**src/rtl/opfetch_stage.sv**
```systemverilog
// Operand-fetch stage and ID/EX pipeline register: RAW hazard resolution by bypass or stall.
// Optional feature macro: OPFETCH_FWD_EN (EX/MEM bypass; otherwise stall until writeback).
module opfetch_stage #(
  parameter int DATA_W = 64,
  parameter int ADDR_W = 5,
  parameter int CTRL_W = 16
) (
  input  logic              clk,
  input  logic              rst,
  // decoder side
  input  logic              in_valid,
  output logic              in_ready,
  input  logic [DATA_W-1:0] in_pc,
  input  logic [DATA_W-1:0] in_imm,
  input  logic [CTRL_W-1:0] in_ctrl,
  input  logic [ADDR_W-1:0] in_rs1,
  input  logic [ADDR_W-1:0] in_rs2,
  input  logic              in_use_rs1,
  input  logic              in_use_rs2,
  input  logic [ADDR_W-1:0] in_rd,
  input  logic              in_wen,
  input  logic              in_load,
  // register file side
  output logic [ADDR_W-1:0] rf_ra,
  output logic [ADDR_W-1:0] rf_rb,
  input  logic [DATA_W-1:0] rf_busa,
  input  logic [DATA_W-1:0] rf_busb,
  // EX result of the instruction held in the output register
  input  logic [DATA_W-1:0] ex_result,
  // MEM stage
  input  logic              mem_valid,
  input  logic              mem_wen,
  input  logic [ADDR_W-1:0] mem_rd,
  input  logic [DATA_W-1:0] mem_result,
  // redirect
  input  logic              flush,
  // EX side
  output logic              out_valid,
  input  logic              out_ready,
  output logic [DATA_W-1:0] out_pc,
  output logic [DATA_W-1:0] out_imm,
  output logic [CTRL_W-1:0] out_ctrl,
  output logic [DATA_W-1:0] out_rs1_val,
  output logic [DATA_W-1:0] out_rs2_val,
  output logic [ADDR_W-1:0] out_rd,
  output logic              out_wen,
  output logic              out_load
);

  // Handshake: a transfer happens on a posedge where valid && ready are both 1.
  // in_ready never depends on in_valid; out_valid only drops by bubble, flush or reset.

  logic              ex_m1, ex_m2, mem_m1, mem_m2;
  logic              hazard;
  logic              accept;
  logic [DATA_W-1:0] op1, op2;

  assign rf_ra = in_rs1;
  assign rf_rb = in_rs2;

  always_comb begin
    ex_m1  = out_valid && out_wen && (out_rd == in_rs1) && (in_rs1 != '0) && in_use_rs1;
    ex_m2  = out_valid && out_wen && (out_rd == in_rs2) && (in_rs2 != '0) && in_use_rs2;
    mem_m1 = mem_valid && mem_wen && (mem_rd == in_rs1) && (in_rs1 != '0) && in_use_rs1;
    mem_m2 = mem_valid && mem_wen && (mem_rd == in_rs2) && (in_rs2 != '0) && in_use_rs2;
  end

`ifdef OPFETCH_FWD_EN
  // Only a load still in EX cannot supply its value yet.
  always_comb begin
    hazard = out_load && (ex_m1 || ex_m2);

    op1 = rf_busa;
    if (in_rs1 == '0)  op1 = '0;
    else if (ex_m1)    op1 = ex_result;
    else if (mem_m1)   op1 = mem_result;

    op2 = rf_busb;
    if (in_rs2 == '0)  op2 = '0;
    else if (ex_m2)    op2 = ex_result;
    else if (mem_m2)   op2 = mem_result;
  end
`else
  // Without bypass, any in-flight producer of a source blocks until it reaches writeback.
  logic unused_results;
  assign unused_results = ^{ex_result, mem_result};

  always_comb begin
    hazard = ex_m1 || ex_m2 || mem_m1 || mem_m2;
    op1    = (in_rs1 == '0) ? '0 : rf_busa;
    op2    = (in_rs2 == '0) ? '0 : rf_busb;
  end
`endif

  assign in_ready = (!out_valid || out_ready) && !hazard && !flush;
  assign accept   = in_valid && in_ready;

  always_ff @(posedge clk) begin
    if (rst) begin
      out_valid   <= 1'b0;
      out_pc      <= '0;
      out_imm     <= '0;
      out_ctrl    <= '0;
      out_rs1_val <= '0;
      out_rs2_val <= '0;
      out_rd      <= '0;
      out_wen     <= 1'b0;
      out_load    <= 1'b0;
    end else if (flush) begin
      out_valid <= 1'b0;
    end else if (accept) begin
      out_valid   <= 1'b1;
      out_pc      <= in_pc;
      out_imm     <= in_imm;
      out_ctrl    <= in_ctrl;
      out_rs1_val <= op1;
      out_rs2_val <= op2;
      out_rd      <= in_rd;
      out_wen     <= in_wen;
      out_load    <= in_load;
    end else if (out_ready) begin
      // EX took the held instruction and nothing replaced it: emit a bubble.
      out_valid <= 1'b0;
    end
  end

endmodule

```
**config.mk**
```make
export PLATFORM = sky130hd
export DESIGN_NAME = opfetch_stage
export DESIGN_NICKNAME = d
export VERILOG_FILES = /design/src/rtl/opfetch_stage.sv
export SDC_FILE = /design/constraint.sdc
export NUM_CORES = 1
export LEC_CHECK = 0
export ABC_CLOCK_PERIOD_IN_PS = 2300
export CORE_AREA = 2 2 277 279
export CTS_BUF_LIST = sky130_fd_sc_hd__clkbuf_8
export CTS_CLUSTER_SIZE = 16
export DETAILED_ROUTE_END_ITERATION = 7
export DIE_AREA = 0 0 279 281
export PLACE_DENSITY = 0.51
export SYNTH_ARGS = -nofsm -noshare
export SYNTH_HDL_FRONTEND = slang
export SYNTH_SLANG_ARGS = --single-unit
```
**constraint.sdc**
```tcl
create_clock -name clk -period 2.3 [get_ports clk]
set_clock_uncertainty 0.05 [all_clocks]
set_input_delay 0.345 -clock clk [delete_from_list [all_inputs] [get_ports clk]]
set_output_delay 0.345 -clock clk [all_outputs]
set_load 0.05 [all_outputs]
```
==> results of run 1 <==
cells in the final DEF (no fill, tap or decap), types with 3 or more instances in the layout:
cell,netlist,routed
xor2_1,20,20
buf_6,2,5
dfxtp_4,0,4
nor2_1,8,6
diode_2,0,5
clkinv_2,0,3
nor2_4,0,3
clkbuf_16,0,10
o21ai_1,0,22
dfxtp_1,280,275
o21ai_0,215,193
buf_16,0,7
nand2b_1,128,128
dlymetal6s2s_1,0,22
a21oi_1,152,151
inv_1,1,23
buf_4,19,52
nor3b_1,64,64
dlygate4sd2_1,0,79
clkbuf_8,0,71
mux2i_1,64,64
nand2_1,66,66
nand3_1,215,213
clkdlybuf4s50_1,0,477
buf_12,0,30
power breakdown:
group	internal (W)	total [W]	leakage, nW	switching (W)
clock	0.00298	0.00532	0.686	0.00234
combinational	0.00131	0.00313	5.06	0.00182
sequential	0.00510	0.00522	2.29	0.000129
total	0.00939	0.0137	8.04	0.00428
cells in the mapped netlist:
| master | number |
|---|---|
| inv_1 | 1 |
| nand3_1 | 215 |
| nor4_1 | 4 |
| nor2b_1 | 1 |
| nor2_2 | 1 |
| a22oi_1 | 2 |
| xor2_1 | 20 |
| nand2b_1 | 128 |
| nand2_1 | 66 |
| nor3_1 | 1 |
| buf_4 | 19 |
| a21oi_1 | 152 |
| dfxtp_1 | 280 |
| clkbuf_1 | 105 |
| buf_8 | 1 |
| or4_1 | 2 |
| o21ai_2 | 2 |
| buf_6 | 2 |
| inv_2 | 1 |
| mux2i_1 | 64 |
| nor3b_1 | 64 |
| o21ai_0 | 215 |
| buf_1 | 3 |
| o221ai_4 | 1 |
| nor2_1 | 8 |
| buf_2 | 23 |
per-stage QoR:
step	power, W	area, µm²	instances	hold slack (ns)	setup slack, ns
after floorplan	0.00692	11700	1381	0.374	0.0746
after global placement	0.00837	19100	2868	0.408	-0.784
after detailed placement	0.00838	19100	2868	0.413	-0.839
after CTS	0.0139	20300	2978	0.0545	-0.397
after global routing	0.0144	20800	2994	0.0867	-0.478
final	0.0137	20800	2998	0.0919	-0.337
cell type report:
| type | count | area (µm²) | area share, % |
|---|---|---|---|
| multi-input cells | 946 | 5470 | 26.3 |
| repair buffers | 686 | 7300 | 35.1 |
| clock inverters | 30 | 189 | 0.908 |
| diodes | 5 | 12.5 | 0.0601 |
| inverters | 2 | 15.0 | 0.0721 |
| clock buffers | 71 | 977 | 4.69 |
| well taps | 978 | 1220 | 5.88 |
| flip-flops and latches | 280 | 5620 | 27.0 |
flip-flops by register name (all words and copies together) (netlist names):
name / count
out_wen: 1
out_imm: 64
out_pc: 64
out_rs2_val: 64
out_rd: 5
out_valid: 1
out_ctrl: 16
out_rs1_val: 64
out_load: 1
logic make-up (layout without fill, tap and decap cells):
logic type | count (synthesis) | count (layout) | share of synthesized area (%)
multiplexers | 64 | 64 | 5.47
buffers and inverters | 155 | 789 | 6.04
AO/OA/AOI/OAI | 372 | 372 | 16.2
AND/OR/NAND/NOR | 490 | 490 | 23.0
XOR/XNOR | 20 | 20 | 1.49
flip-flops | 280 | 280 | 47.8
other | 0 | 5 | 0
metal layers:
layer | up-vias | GRT usage (%) | wire, µm
met5 | - | 0 | 95
li1 | 5980 | - | -
met1 | 5916 | 16.0 | 23300
met2 | 526 | 20.9 | 25600
met4 | 16 | 4.52 | 1620
met3 | 109 | 5.26 | 5550
worst max-delay path, stage by stage, from the launching register on:
cell      delay (ns)
dfxtp_4         0.36
xor2_1          0.18
nor4_2          0.36
a22oi_2         0.13
o221ai_4        0.25
inv_6           0.05
buf_12          0.13
buf_12          0.14
path summary, 6_finish.rpt:
| path | from | endpoint | slack [ns] | depth (start not counted) |
|---|---|---|---|---|
| setup / recovery | out_rd[4] | in_ready | -0.34 | 7 |
| setup reg to reg | out_rd[4] | out_rs2_val[47] | -0.18 | 12 |
| hold reg to reg | out_rs2_val[17] | out_rs2_val[17] | 0.42 | 2 |
| hold / removal | rst | out_pc[4] | 0.09 | 2 |
repair_timing:
action	in CTS	in global routing
gates resized for setup	86	69
setup buffers	6	6
hold buffers	1	0
pin swaps	5	5
endpoints found under the setup margin	147	299
gates cloned	2	10
hold endpoints to repair	13	0
==> flow_summary.ini, run 1 <==
[grt]
grt_max_degree = 99
overflow = 0
grt_antenna_before_repair = 14
grt_pass1_vias = 12700
grt_pass1_wl_um = 79300
groute.usage.overall_pct = 13.1

[logic_synthesis]
ys_types = 26
yosys_warnings = 0
syn_inst = 1381
synth_top_area_cell = dfxtp_1
synth_seq_cells = 280
syn_area_mm2 = 0.0117
avgSynthCellArea_um2 = 8.48
yosysTopAreaCellShare_pct = 47.8
syn_nets = 1812
synth_area_leaders = dfxtp_1, nand3_1, o21ai_0
synth_seq_area_share_pct = 47.8

[floorplan]
initial_core_util_pct = 15.5
die-area_mm2 = 0.0784
core_mm2 = 0.0754
fp-row-count = 101
ioPinCount = 722
die_y_um = 281
die_w_um = 279

[clock_tree]
cts_root_buf = clkbuf_8
htreeDepth = 2
clk_pin_slew_ns = 0.06
cts_tree = built
clkSinkCount = 280
cts-buffers-inserted = 55
clockBufferDepth = 3
clk_latency_ns = 0.63

[setup_path]
critPathLaunchType = flop
worstPathArrival_ns = 2.24
required_ns = 1.90
crit_fanout = 3
cp-end-kind = output port
crit_type = reg2out

[sta]
max-slew-margin-rel_pct = 57.1
setup_viol = 129
worst_slack_ns = -0.337
post-route-period-util_pct = 115
period_minus_slack_ns = 2.64
timing.fmax_ghz = 0.379
hold_violations = 0
tns_ns = -10.51
worst_slew_pin_slew_ns = 0.646
slew_violations = 0
rsz0062_at_grt = yes

[drt]
drt_iter0_drc = 518
wire_per_inst_um = 18.7
drcViolationCount = 0
drt_wl_total_um = 56200
ant_nets = 0
vias = 12500
routed_via_density = 4.19
firstDrtPassIters = 5

[worst_hold_path]
hold_class = in2reg

[placed_design]
port_buffers = 593
dp_hpwl_um = 39700
place_congestion = 0.777

[layout]
final_util_pct = 27.6
fin_nets = 2402
syn2layout_area_growth_pct = 77.6
fillCellCount = 8040
drive_gt1_share_pct = 10.2

[power_and_ir_drop]
ir_drop_uv = 411
leakage_nw = 8.04
powerDensity_mw_per_mm2 = 657

[status]
violations = setup timing
status = finished, violations left

[job]
max-cap-violations = 0
Note: power is estimated with default switching activity, not from simulation.
==> run 2, diff against run 1 <==
--- a/config.mk
+++ b/config.mk
@@ -6,12 +6,12 @@
 export NUM_CORES = 1
 export LEC_CHECK = 0
 export ABC_CLOCK_PERIOD_IN_PS = 2300
-export CORE_AREA = 2 2 277 279
+export CORE_AREA = 2 2 284 286
 export CTS_BUF_LIST = sky130_fd_sc_hd__clkbuf_8
 export CTS_CLUSTER_SIZE = 16
 export DETAILED_ROUTE_END_ITERATION = 7
-export DIE_AREA = 0 0 279 281
-export PLACE_DENSITY = 0.51
+export DIE_AREA = 0 0 286 288
+export PLACE_DENSITY = 0.5
 export SYNTH_ARGS = -nofsm -noshare
 export SYNTH_HDL_FRONTEND = slang
 export SYNTH_SLANG_ARGS = --single-unit
==> flow_summary.ini, run 2 (same netlist as run 1, synthesis figures left out) <==
[status]
status = finished, violations left
violations = setup timing

[drt]
firstDrtPassIters = 5
ant_nets = 0
drcViolationCount = 0
vias = 12600
drt_iter0_drc = 619
routed_via_density = 4.08
wire_per_inst_um = 18.5
drt_wl_total_um = 57100

[sta]
max-slew-margin-rel_pct = 56.9
tns_ns = -23.53
timing.fmax_ghz = 0.401
slew_violations = 0
worst_slew_pin_slew_ns = 0.649
worst_slack_ns = -0.194
period_minus_slack_ns = 2.49
hold_violations = 0
setup_viol = 242
post-route-period-util_pct = 108
rsz0062_at_grt = yes

[setup_path]
crit_type = in2reg
required_ns = 2.75
cpPeakStageDelay_ns = 0.52
cp_slowest_cell = or4_4
worstPathArrival_ns = 2.94
crit_buf_inv = 9
cp-end-kind = flop
cp_top_family = buffers and inverters
critPathLaunchType = input pin
crit_fanout = 7
worstPathCellList = clkdlybuf4s50_1 > buf_4 > or4_4 > o21ai_2 > o221ai_4 > buf_4 > buf_6 > buf_12 > nor2_4 > buf_4 > buf_12 > buf_12 > buf_6 > o21ai_1

[floorplan]
initial_core_util_pct = 14.7
fp-row-count = 104
ioPinCount = 722
die_w_um = 286
die-area_mm2 = 0.0824
core_mm2 = 0.0796
die_y_um = 288

[clock_tree]
cts_hold_buf = 0
clk_pin_slew_ns = 0.06
cts-buffers-inserted = 54
cts_root_buf = clkbuf_8
cts_tree = built
clkSinkCount = 280
htreeDepth = 2
clk_latency_ns = 0.62
clockBufferDepth = 3

[power_and_ir_drop]
leakage_nw = 7.61
powerDensity_mw_per_mm2 = 643
ir_drop_uv = 412

[layout]
final_common_cell = clkdlybuf4s50_1
drive_gt1_share_pct = 10.7
layout_common_cells = clkdlybuf4s50_1, dfxtp_1, nand3_1
syn2layout_area_growth_pct = 78.8
fillCellCount = 8602
fin_nets = 2419

[grt]
groute.usage.overall_pct = 12.3
grt_antenna_before_repair = 18
grt_max_degree = 116
grt_pass1_wl_um = 78600
overflow = 0
grt_pass1_vias = 12400

[placed_design]
place_congestion = 0.884
port_buffers = 593
dp_slack_ns = -0.558
dp_hpwl_um = 40100

[worst_hold_path]
hold_class = in2reg

[job]
max-cap-violations = 0
## run 2: per-stage QoR
step	power (W)	cell area, µm²	hold WS, ns	cells	util [%]
final	0.0135	21000	0.0747	3092	26.3
after global placement	0.00838	19300	0.409	2961	24.3
after detailed placement	0.00841	19300	0.414	2961	24.3
after global routing	0.0141	20900	0.0456	3090	26.3
after CTS	0.0136	20400	0.0181	3060	25.6
after floorplan	0.00692	11700	0.374	1381	-
## run 2: metal layers
metal | global-route usage, % | share of wire, % | up-vias
met5 | 0 | 0.22 | -
met4 | 4.45 | 2.9 | 20
met3 | 5.82 | 11 | 107
met2 | 19.6 | 45 | 514
met1 | 14.3 | 41 | 5968
li1 | - | - | 6020
## run 2: timing repair
action,in CTS,in global routing
pin swaps,3,33
gates cloned,0,14
resized for setup,43,67
endpoints found under the setup margin,41,244
buffers inserted,4,14
## run 2: path summary, 6_finish.rpt
| path | cells after the start | from | to | slack, ns |
|---|---|---|---|---|
| setup / recovery | 14 | in_rs1[3] | out_rs1_val[0] | -0.19 |
| hold / removal | 2 | rst | out_imm[52] | 0.07 |
| setup reg to reg | 13 | out_rd[2] | out_rs1_val[18] | -0.18 |
| hold reg to reg | 2 | out_rs1_val[14] | out_rs1_val[14] | 0.41 |
## run 2: power breakdown
| group | total, W | internal (W) | switching [W] |
|---|---|---|---|
| logic | 0.00320 | 0.00136 | 0.00184 |
| clock network | 0.00504 | 0.00275 | 0.00228 |
| registers | 0.00523 | 0.00510 | 0.000130 |
## run 2: cell type report
class,count,area (µm²),share of cell area [%]
diodes,4,10.0,0.0478
multi-input cells,946,5440,26.0
well taps,1060,1330,6.33
repair buffers,704,7460,35.6
inverters,2,17.5,0.0836
clock inverters,28,148,0.705
flip-flops and latches,280,5610,26.8
clock buffers,68,936,4.47
==> run 3, diff against run 2 <==
--- a/config.mk
+++ b/config.mk
@@ -11,6 +11,7 @@
 export CTS_CLUSTER_SIZE = 16
 export DETAILED_ROUTE_END_ITERATION = 7
 export DIE_AREA = 0 0 286 288
+export HOLD_SLACK_MARGIN = 0.08
 export PLACE_DENSITY = 0.5
 export SYNTH_ARGS = -nofsm -noshare
 export SYNTH_HDL_FRONTEND = slang
==> flow_summary.ini, run 3 (same netlist as run 1, synthesis figures left out) <==
[clock_tree]
clockBufferDepth = 3
cts-buffers-inserted = 54
clkSinkCount = 280
clk_pin_slew_ns = 0.06
cts_tree = built
clk_latency_ns = 0.61
htreeDepth = 2
cts_root_buf = clkbuf_8

[job]
max-cap-violations = 0

[sta]
setup_viol = 241
hold_violations = 0
period_minus_slack_ns = 2.49
post-route-period-util_pct = 108
slew_violations = 0
max-slew-margin-rel_pct = 56.9
timing.fmax_ghz = 0.401
rsz0062_at_grt = yes
worst_slew_pin_slew_ns = 0.649
worst_slack_ns = -0.195

[setup_path]
r2r_cells = 13
worstPathCellList = clkdlybuf4s50_1 > buf_4 > or4_4 > o21ai_2 > o221ai_4 > buf_4 > buf_6 > buf_12 > nor2_4 > buf_4 > buf_12 > buf_12 > buf_6 > o21ai_1
cpPeakStageDelay_ns = 0.52
required_ns = 2.75
crit_type = in2reg
r2r_slack_ns = -0.18
cp_slowest_cell = or4_4
crit_fanout = 7
r2r-start = out_rd[2]
reg2reg_to = out_rs1_val[18]
crit_buf_inv = 9
worstPathArrival_ns = 2.94
critPathLaunchType = input pin
cp_top_family = buffers and inverters
cp-end-kind = flop

[power_and_ir_drop]
leakage_nw = 7.62
p_total_w = 0.0135
ir_drop_uv = 413
powerDensity_mw_per_mm2 = 642

[drt]
drt_iter0_drc = 592
vias = 12700
drt_wl_total_um = 57100
firstDrtPassIters = 5
wire_per_inst_um = 18.4
drcViolationCount = 0
routed_via_density = 4.09
ant_nets = 0

[placed_design]
place_congestion = 0.884
port_buffers = 593
place_inst = 2961
dp_hpwl_um = 40100

[grt]
groute.usage.overall_pct = 12.3
grt_antenna_before_repair = 18
grt_max_degree = 116
overflow = 0
grt_pass1_wl_um = 78600
grt_pass1_vias = 12400

[layout]
fillCellCount = 8600
syn2layout_area_growth_pct = 79.0
final_common_cell = clkdlybuf4s50_1
final_cells = 3094
drive_gt1_share_pct = 10.7
fin_nets = 2421
layout_common_cells = clkdlybuf4s50_1, dfxtp_1, nand3_1

[floorplan]
die_y_um = 288
initial_core_util_pct = 14.7
die-area_mm2 = 0.0824
fp-row-count = 104
ioPinCount = 722
die_w_um = 286
core_mm2 = 0.0796

[status]
violations = setup timing
status = finished, violations left

[worst_hold_path]
holdPathEnd = out_rs2_val[0]
hold_class = in2reg
min-delay-start = rf_busb[0]
holdPathStages = 3
-- run 3: timing repair --
item | CTS | global route
hold buffers | 2 | 0
hold endpoints to repair | 31 | 0
cloned | 0 | 14
buffers inserted | 4 | 14
pin swaps | 3 | 33
gates resized for setup | 43 | 67
endpoints found under the setup margin | 41 | 244
-- run 3: how the worst max path moves through the flow --
stage                 endpoint  slack [ns]       from  depth (start not counted)
6_report        out_rs1_val[0]       -0.19  in_rs1[3]                         14
5_1_grt               in_ready       -0.28  out_rd[3]                          6
3_5_place_dp   out_rs2_val[55]       -0.56  in_rs2[0]                          8
3_3_place_gp        out_pc[10]       -0.51  in_rs2[3]                          9
2_1_floorplan         in_ready        0.07  in_rs2[0]                          6
4_1_cts               in_ready       -0.30  out_rd[0]                          6
-- run 3: power by group --
group	switching [W]	total (W)	internal, W
clock	0.00229	0.00504	0.00275
combinational	0.00184	0.00320	0.00136
sequential	0.000130	0.00523	0.00510
-- run 3: cell type report --
class | instances | area, µm² | area share, %
diodes | 4 | 10.0 | 0.0477
well taps | 1060 | 1330 | 6.32
flip-flops and latches | 280 | 5610 | 26.8
clock buffers | 68 | 936 | 4.46
repair buffers | 706 | 7480 | 35.7
multi-input cells | 946 | 5440 | 25.9
inverters | 2 | 17.5 | 0.0835
clock inverters | 28 | 148 | 0.704
-- run 3: worst reg2reg max path, delay by kind of cell, from the launching register on --
kind | cells | cell delay, ns
AOI/OAI and AO/OA | 3 | 0.59
DFF | 1 | 0.35
and+or+nand+nor | 2 | 0.32
buffers and inverters | 7 | 0.95
xor gates and xnor gates | 1 | 0.16
-- run 3: through the flow --
step / TNS, ns / util, % / hold WS, ns / setup slack (ns) / cell area (µm²)
2_1_floorplan: 0 / - / 0.374 / 0.0746 / 11700
3_3_place_gp: -126.19 / 24.3 / 0.409 / -0.512 / 19300
3_5_place_dp: -130.94 / 24.3 / 0.414 / -0.558 / 19300
4_1_cts: -1.00 / 25.6 / 0.129 / -0.300 / 20400
5_1_grt: -35.13 / 26.3 / 0.159 / -0.281 / 21000
6_report: -23.68 / 26.3 / 0.210 / -0.195 / 21000
-- run 3: routing by layer --
layer / track usage, % / vias to the layer above / part of all wire (%)
met4: 4.45 / 20 / 2.9
li1: - / 6026 / -
met5: 0 / - / 0.22
met1: 14.3 / 5982 / 41
met2: 19.6 / 515 / 45
met3: 5.81 / 107 / 11
